$ cat src/rtl/gshare_ctrl.sv
// gshare_ctrl
// Sequencing controller for a gshare branch predictor's pattern history
// table (PHT) of 2**IDX_W two-bit saturating counters.
//
// After reset it sweeps every PHT entry to weakly-not-taken (2'b01). It then
// enters RUN, where it does the following:
//   - hashes the fetch PC with the global history register (GHR) to form the
//     PHT read index;
//   - forwards a same-index PHT write into the prediction;
//   - tracks accepted predictions in an in-order FIFO;
//   - on resolution, produces the saturating counter update from the counter
//     captured at lookup time;
//   - on a mispredict, flushes the FIFO and repairs the GHR.
//
// Ports:
//   clk, rst_n            clock, asynchronous active-low reset
//   lookup_valid/pc/ready fetch lookup handshake (PC is 16 bits)
//   pred_taken            combinational prediction for lookup_pc
//   resolve_valid/taken   outcome of the oldest in-flight branch
//   mispredict            combinational; outcome differs from prediction
//   pht_index             PHT read index
//   pht_prediction        PHT counter at pht_index (combinational read)
//   pht_update            PHT write enable (PHT writes on negedge)
//   pht_updated_index     PHT write index
//   pht_updated_counter   PHT write data
module gshare_ctrl #(
  parameter int IDX_W = 10,
  parameter int DEPTH = 8
) (
  input  logic             clk,
  input  logic             rst_n,
  input  logic             lookup_valid,
  input  logic [15:0]      lookup_pc,
  output logic             lookup_ready,
  output logic             pred_taken,
  input  logic             resolve_valid,
  input  logic             resolve_taken,
  output logic             mispredict,
  output logic [IDX_W-1:0] pht_index,
  input  logic [1:0]       pht_prediction,
  output logic             pht_update,
  output logic [IDX_W-1:0] pht_updated_index,
  output logic [1:0]       pht_updated_counter
);

  localparam int PTR_W = $clog2(DEPTH);
  localparam int CNT_W = PTR_W + 1;

  localparam logic [0:0] ST_INIT = 1'b0;
  localparam logic [0:0] ST_RUN  = 1'b1;

  localparam logic [IDX_W-1:0] LAST_IDX = {IDX_W{1'b1}};

  logic [0:0]       state;
  logic [IDX_W-1:0] init_cnt;
  logic [IDX_W-1:0] ghr;

  logic [PTR_W-1:0] wr_ptr;
  logic [PTR_W-1:0] rd_ptr;
  logic [CNT_W-1:0] count;

  // FIFO storage holds no reset state; count/pointers define validity.
  logic [IDX_W-1:0] fifo_idx  [DEPTH];
  logic [1:0]       fifo_ctr  [DEPTH];
  logic [IDX_W-1:0] fifo_ghr  [DEPTH];
  logic             fifo_pred [DEPTH];

  logic [1:0]       eff_ctr;
  logic             fifo_full;
  logic             fifo_empty;
  logic             lookup_acc;
  logic             resolve_acc;
  logic             enq;
  logic [1:0]       head_ctr;
  logic [1:0]       new_ctr;

  // Only PC bits [IDX_W:1] take part in the hash.
  logic unused_pc;
  assign unused_pc = ^{lookup_pc[15:IDX_W+1], lookup_pc[0]};

  assign pht_index = lookup_pc[IDX_W:1] ^ ghr;

  // A write landing on the index being read this cycle has not reached the
  // PHT array yet (it writes on negedge), so bypass it into the prediction.
  assign eff_ctr = (pht_update && (pht_updated_index == pht_index)) ?
                   pht_updated_counter : pht_prediction;
  assign pred_taken = eff_ctr[1];

  assign fifo_full    = (count == CNT_W'(DEPTH));
  assign fifo_empty   = (count == '0);
  assign lookup_ready = (state == ST_RUN) && !fifo_full;
  assign lookup_acc   = lookup_valid && lookup_ready;
  assign resolve_acc  = (state == ST_RUN) && resolve_valid && !fifo_empty;
  assign mispredict   = resolve_acc && (resolve_taken != fifo_pred[rd_ptr]);

  // A lookup arriving alongside a mispredict is on the wrong path; drop it.
  assign enq = lookup_acc && !mispredict;

  assign head_ctr = fifo_ctr[rd_ptr];

  // Two-bit saturating counter step based on the counter seen at lookup.
  always_comb begin
    new_ctr = head_ctr;
    if (resolve_taken) begin
      if (head_ctr != 2'b11) new_ctr = head_ctr + 2'b01;
    end else begin
      if (head_ctr != 2'b00) new_ctr = head_ctr - 2'b01;
    end
  end

  // Entry payload capture; validity is tracked by the control block below.
  always_ff @(posedge clk) begin
    if (enq) begin
      fifo_idx[wr_ptr]  <= pht_index;
      fifo_ctr[wr_ptr]  <= eff_ctr;
      fifo_ghr[wr_ptr]  <= ghr;
      fifo_pred[wr_ptr] <= pred_taken;
    end
  end

  // Control: init sweep, then RUN with FIFO bookkeeping, GHR speculation and
  // repair, and the one-cycle PHT update pulse.
  always_ff @(posedge clk or negedge rst_n) begin
    if (!rst_n) begin
      state               <= ST_INIT;
      init_cnt            <= '0;
      ghr                 <= '0;
      wr_ptr              <= '0;
      rd_ptr              <= '0;
      count               <= '0;
      pht_update          <= 1'b0;
      pht_updated_index   <= '0;
      pht_updated_counter <= 2'b01;
    end else if (state == ST_INIT) begin
      pht_update          <= 1'b1;
      pht_updated_index   <= init_cnt;
      pht_updated_counter <= 2'b01;
      init_cnt            <= init_cnt + IDX_W'(1);
      if (init_cnt == LAST_IDX) state <= ST_RUN;
    end else begin
      pht_update <= resolve_acc;
      if (resolve_acc) begin
        pht_updated_index   <= fifo_idx[rd_ptr];
        pht_updated_counter <= new_ctr;
      end

      if (mispredict) begin
        // Everything younger than the head was fetched down the wrong path.
        wr_ptr <= '0;
        rd_ptr <= '0;
        count  <= '0;
        ghr    <= {fifo_ghr[rd_ptr][IDX_W-2:0], resolve_taken};
      end else begin
        if (enq) begin
          wr_ptr <= wr_ptr + PTR_W'(1);
          ghr    <= {ghr[IDX_W-2:0], pred_taken};
        end
        if (resolve_acc) rd_ptr <= rd_ptr + PTR_W'(1);
        if (enq && !resolve_acc)      count <= count + CNT_W'(1);
        else if (!enq && resolve_acc) count <= count - CNT_W'(1);
      end
    end
  end

endmodule

$ cat config.mk
export PLATFORM = sky130hd
export DESIGN_NAME = gshare_ctrl
export DESIGN_NICKNAME = d
export VERILOG_FILES = /design/src/rtl/gshare_ctrl.sv
export SDC_FILE = /design/constraint.sdc
export NUM_CORES = 1
export LEC_CHECK = 0
export ABC_AREA = 1
export BUFFER_PORTS_ARGS = -buffer_cell sky130_fd_sc_hd__buf_4
export CAP_MARGIN = 20
export CORE_MARGIN = 1.5
export CORE_UTILIZATION = 25
export DETAILED_ROUTE_END_ITERATION = 10
export PLACE_DENSITY = 0.38
export SETUP_SLACK_MARGIN = 0.1
export SLEW_MARGIN = 20
export SYNTH_ARGS = -nofsm -noshare
export SYNTH_HDL_FRONTEND = slang
export SYNTH_SLANG_ARGS = --single-unit
$ cat constraint.sdc
create_clock -name clk -period 2.6 [get_ports clk]
set_clock_uncertainty 0.2 [all_clocks]
set_input_delay 0.26 -clock clk [delete_from_list [all_inputs] [get_ports clk]]
set_output_delay 0.26 -clock clk [all_outputs]
set_load 0.1 [all_outputs]
==> metrics, run 1 <==
Vias=6204; Post-synth ARST share=0.208; root buf cell=clkbuf_16; initial antenna violation count=0; max-slew violations=0; Netlist cell types=32; Worst-Margin Slew=0.670 ns; Reg area=0.00615 mm2; hold path endpoint=fifo_idx[7][9]$_DFFE_PP_; r2r endpoint=fifo_ctr[2][0]$_DFFE_PP_; P per Cell Area=622 mW/mm2; Mean Syn Cell Area=11.0 um2; io pins=between 40 and 50; CTS clk-pin slew, worst paths=~0.060 ns; hold depth=4; TritonCTS clock tree=done; clock tree buffer depth=3; Cell Area, Synth=0.00905 mm2; Non-Filler Instances=1396; Yosys top cell by area=edfxtp_1; post-placement worst setup slack=0.177 ns; final antenna-violating net count=0; setup tns final=0 ns; wire per inst=19.2 um; drt via density=~4.4; leading post-synthesis cells by cell area=edfxtp_1 56%, dfrtp_1 12%, nand2_1 7.3%, nand3_1 3.8%, nor2_1 3.6%; Relative slew margins=0.553; Chip Height=between 150 and 200 um; CP Max Fanout=2; R2R depth=8; Layout Nets=946; register area share after synthesis=0.679; H-tree depth=1; CP endpoint kind=primary output; GP Congestion=0.736; Setup CP Type=register to primary output; DP Wirelength=16.6 mm; Static Leakage=0.00441 uW; Total Power=7140 uW; count of state elements after synthesis=212; Starting Density=0.255; fillers=3700; final hold slack=~0.03 ns; Post-synth EDFFs=between 150 and 200; Post-Syn Nets=between 800 and 900; Main synth FF type=edfxtp_1; fin crit share=0.994; final worst-path setup slack=0.0156 ns; post-synth top area share=0.557; multi-input combinational cell area=0.00273 mm2; most common cell after layout, fill and taps aside=edfxtp_1; Post-Route WL=26.9 mm; VDD IR max=roughly 0.41 mV; clock sinks=212; layout cells sized above 1=0.210; RR Startpoint=ghr[4]$_DFFE_PN0P_; placed insts=around 1.3k; WP data arrival=~2.1 ns; number of diodes=0; Worst R2R Setup Slack=0.27 ns; area of the core=between 0.03 and 0.04 mm2; minimum clock period=around 2.6 ns; row count=between 60 and 70; Ys Warns=0; largest net degree at the start of global routing=52; First-pass DRT Iterations=4; TritonCTS Buffers=25; Area Growth Syn to Fin=26.7%; Die Span X=193 um; DRT iter0 DRCs=317; RSZ-0062 raised after global routing=true; Die ar.=0.0374 mm2; total grt overflow=0; first-pass GRT wire length=40.0 mm; All-Layer GR Usage=0.142; Residual DRC=0; CP startpoint kind=register; Fmax=between 0.3 and 0.4 GHz; worst hold start=lookup_pc[10]; cell count after synthesis=826; worst endpoint required time=2.14 ns; Skew-Pair Late Insertion Delay=roughly 0.53 ns; final setup fails=0; Port Buf Inserts=42; Hold Crit Class=input port to register; Max Cap Viol=0; status=finished, final reports clean; vias in the first global route=6122; most frequent cells in the layout=168 x edfxtp_1, 162 x nand2_1, 84 x buf_4, 74 x nor2_1, 62 x nand3_1; Fin. Hold Viols=0
-- metrics by stage --
| step | utilization | instance area, um2 |
|---|---|---|
| floorplan | - | 9210 |
| finish | 0.323 | 11500 |
| global route | 0.323 | 11500 |
| global placement | 0.293 | 10400 |
| CTS | 0.320 | 11400 |
| detailed placement | 0.293 | 10400 |
-- timing repair --
action	CTS	global route
hold buffers	3	0
setup buffers	4	6
cloned	1	0
gates resized for setup	29	13
pin swaps	3	9
endpoints found under the setup margin	2	2
endpoints found under the hold margin	47	0
-- report_power, final --
group / total (uW) / switching, uW / internal (uW)
logic: 211 / 154 / 57.7
registers: 3640 / 0 / 3640
clock network: 3290 / 1400 / 1890
total: 7140 / 1550 / 5590
-- layout make-up --
cell class | count | area share
well taps | 461 | 0.0503
clock inverters | 16 | 0.00960
multi-input cells | 506 | 0.238
repair buffers | 103 | 0.0862
clock buffers | 29 | 0.0567
inverters | 69 | 0.0231
flip-flops and latches | 212 | 0.536
-- worst max-delay path: stages (launching register included) --
cell and delay (ns):
dfrtp_2 0.44, xnor2_4 0.27, clkinvlp_4 0.14, nand2_2 0.09, nand2_4 0.06, nor2_4 0.16
nand3_4 0.11, nand2_4 0.10, nand2_8 0.06, buf_12 0.16
-- how the worst max path moves through the flow --
| stage | from | end | slack [ns] | depth (start not counted) |
|---|---|---|---|---|
| after detailed placement | ghr[4]$_DFFE_PN0P_ | pred_taken | 0.18 | 9 |
| after global routing | ghr[4]$_DFFE_PN0P_ | pred_taken | -0.06 | 9 |
| after global placement | ghr[4]$_DFFE_PN0P_ | pred_taken | 0.22 | 9 |
| after floorplan | count[2]$_DFFE_PN0P_ | count[3]$_DFFE_PN0P_ | -0.02 | 13 |
| after CTS | ghr[6]$_DFFE_PN0P_ | pred_taken | -0.04 | 10 |
| final | ghr[4]$_DFFE_PN0P_ | pred_taken | 0.02 | 9 |
-- Yosys cell counts (9+ instances only) --
library cell,count
a21oi_1,38
a22o_1,9
buf_2,14
clkbuf_1,22
dfrtp_1,43
edfxtp_1,168
inv_1,65
nand2_1,176
nand3_1,69
nor2_1,87
o21ai_0,49
o21ai_1,17
o221ai_1,20
xor2_1,10
-- layer usage --
| metal | wire, um | up-vias | track usage |
|---|---|---|---|
| met1 | 12700 | 3056 | 0.196 |
| li1 | - | 3055 | - |
| met4 | 392 | 0 | 0.0299 |
| met2 | 13100 | 64 | 0.242 |
| met5 | 0 | - | 0 |
| met3 | 738 | 29 | 0.0164 |
-- kinds of logic (layout without fill, tap and decap cells) --
family / Yosys count / count (layout) / share of synthesized area
AO/OA/AOI/OAI: 145 / 145 / 0.0948
adder cells (fa/ha/maj): 6 / 6 / 0.00912
buffers and inverters: 108 / 217 / 0.0484
AND/OR/NAND/NOR: 343 / 343 / 0.157
XOR/XNOR: 12 / 12 / 0.0116
flip-flops: 212 / 212 / 0.679
-- sequential cells by signal, indices dropped and copies added, names as in the netlist --
register	flops
init_cnt	10
fifo_ctr	10
count	4
pht_updated_index	10
pht_update	1
fifo_pred	6
fifo_ghr	72
wr_ptr	3
rd_ptr	3
ghr	10
pht_updated_counter	2
fifo_idx	80
state	1
Note: power is estimated with default switching activity, not from simulation.
==> inputs of run 2 (changes only) <==
--- a/config.mk
+++ b/config.mk
@@ -8,6 +8,7 @@
 export ABC_AREA = 1
 export BUFFER_PORTS_ARGS = -buffer_cell sky130_fd_sc_hd__buf_4
 export CAP_MARGIN = 20
+export CORE_ASPECT_RATIO = 1.5
 export CORE_MARGIN = 1.5
 export CORE_UTILIZATION = 25
 export DETAILED_ROUTE_END_ITERATION = 10
==> metrics, run 2 (synthesis gave the netlist of run 1 again) <==
status=finished, final reports clean; hold depth=4; Static Leakage=0.00437 uW; initial antenna violation count=0; r2r endpoint=count[3]$_DFFE_PN0P_; Total Power=6910 uW; Layout Nets=roughly 940; RR Startpoint=state$_DFF_PN0_; worst hold start=lookup_valid; most frequent cells in the layout=168 x edfxtp_1, 162 x nand2_1, 83 x buf_4, 72 x nor2_1, 63 x nand3_1; CP endpoint kind=primary output; TritonCTS clock tree=done; WP data arrival=2.10 ns; met1 GRT Util=0.192; Reg with most FFs=fifo_idx; Worst-Margin Slew=0.778 ns; RSZ-0062 raised after global routing=true; max reg flops=80; most common cell after layout, fill and taps aside=edfxtp_1; R2R depth=12; CP startpoint kind=register; Area Growth Syn to Fin=26.1%; Relative slew margins=0.481; Die Span X=158 um; All-Layer GR Usage=0.152; total grt overflow=0; number of diodes=0; hold path endpoint=ghr[0]$_DFFE_PN0P_; Starting Density=0.253; Area after DPL=between 0.01 and 0.015 mm2; Port Buf Inserts=42; setup tns final=0 ns; Die ar.=roughly 0.037 mm2; Setup CP Type=register to primary output; Vias=about 6.3k; Worst R2R Setup Slack=0.25 ns; Residual DRC=0; largest net degree at the start of global routing=58; CP cell instances=xnor2_4 -> clkinvlp_4 -> nand2_2 -> nand2_4 -> nor2_4 -> nand3_4 -> nand2_4 -> nand2_8 -> buf_12; vias in the first global route=6451; row count=85; worst endpoint required time=2.14 ns; final setup fails=0; GP Congestion=0.751; Max stage delay on crit path=0.44 ns; critical path's most frequent cell=nand2_4; area of the core=0.0358 mm2; P per Cell Area=605 mW/mm2; minimum clock period=roughly 2.6 ns; root buf cell=clkbuf_16; Skew-Pair Late Insertion Delay=0.51 ns; CP max-delay cell=dfrtp_2; DRT iter0 DRCs=338; io pins=slightly below 50; first-pass GRT wire length=between 40 and 50 mm; met3 Use GR=0.0171; TritonCTS Buffers=22; Non-Filler Instances=1407; Fmax=0.390 GHz; wire per inst=19.5 um; Max Cap Viol=0; final antenna-violating net count=0; Hold Crit Class=input port to register; VDD IR max=0.451 mV; drt via density=4.49; fin util=0.319; met2 usage=0.270; max-slew violations=0; Post-Route WL=27.5 mm; placed insts=between 1k and 1.5k; First-pass DRT Iterations=7; DP Wirelength=between 15 and 20 mm; layout cells sized above 1=0.205; fin crit share=0.986; clock sinks=212; clock tree buffer depth=3; Chip Height=236 um; fin area=0.0114 mm2; H-tree depth=1; CTS clk-pin slew, worst paths=0.06 ns; Fin. Hold Viols=0; Largest regs=fifo_idx x80, fifo_ghr x72; CP Max Fanout=2; gr busiest metal=met2
-- run 2: cell types whose count changed in the layout (fill, tap and decap cells not counted), moves of 2 or more --
cell,previous run,this run
nor2_2,1,4
nor2_1,74,72
clkinv_2,8,6
clkbuf_16,25,23
-- run 2: area by class of cell --
class	count	area (um2)
clock buffer	28	604
sequential	212	6150
multi-input combinational	506	2730
fill	3704	24400
inverter	69	269
timing repair buffer	102	987
clock inverter	12	78.8
tap	478	598
-- run 2: critical path: cells and delay by family (launching register included) --
family                 cells  cell delay [ns]
buffers and inverters      2             0.30
AND/OR/NAND/NOR            6             0.59
flip-flops                 1             0.44
XOR/XNOR                   1             0.25
-- run 2: worst max-delay path by stage --
stage                                          end  slack (ns)                  from
after floorplan               count[3]$_DFFE_PN0P_       -0.02  count[2]$_DFFE_PN0P_
after global placement    fifo_ctr[5][0]$_DFFE_PP_        0.18    ghr[4]$_DFFE_PN0P_
after detailed placement                pred_taken        0.19    ghr[4]$_DFFE_PN0P_
after CTS                               pred_taken      -0.008    ghr[4]$_DFFE_PN0P_
after global routing                    pred_taken       -0.05    ghr[4]$_DFFE_PN0P_
final                                   pred_taken        0.04    ghr[4]$_DFFE_PN0P_
-- run 2: per-stage QoR --
step | hold slack, ns | setup WS, ns
2_1_floorplan | -0.236 | -0.0169
3_3_place_gp | 0.149 | 0.182
3_5_place_dp | 0.139 | 0.185
4_1_cts | 0.00486 | -0.00798
5_1_grt | 0.0165 | -0.0493
6_report | 0.0146 | 0.0372
-- run 2: report_power, final --
part	total (uW)	internal, uW	switching (uW)	leakage (uW)
clock	3060	1740	1320	0.000341
sequential	3640	3640	0	0.00225
combinational	208	55.8	152	0.00178
total	6910	5440	1470	0.00437
-- run 2: repair_timing --
item	CTS	global route
endpoints found under the hold margin	46	0
endpoints found under the setup margin	2	11
cloned	1	0
gates resized for setup	27	15
hold buffers	2	0
pin swaps	7	7
setup buffers	6	8
-- run 2: routing by layer --
metal	vias up	share of wire
li1	3033	-
met1	3164	0.42
met2	88	0.53
met3	31	0.030
met4	0	0.019
met5	-	0
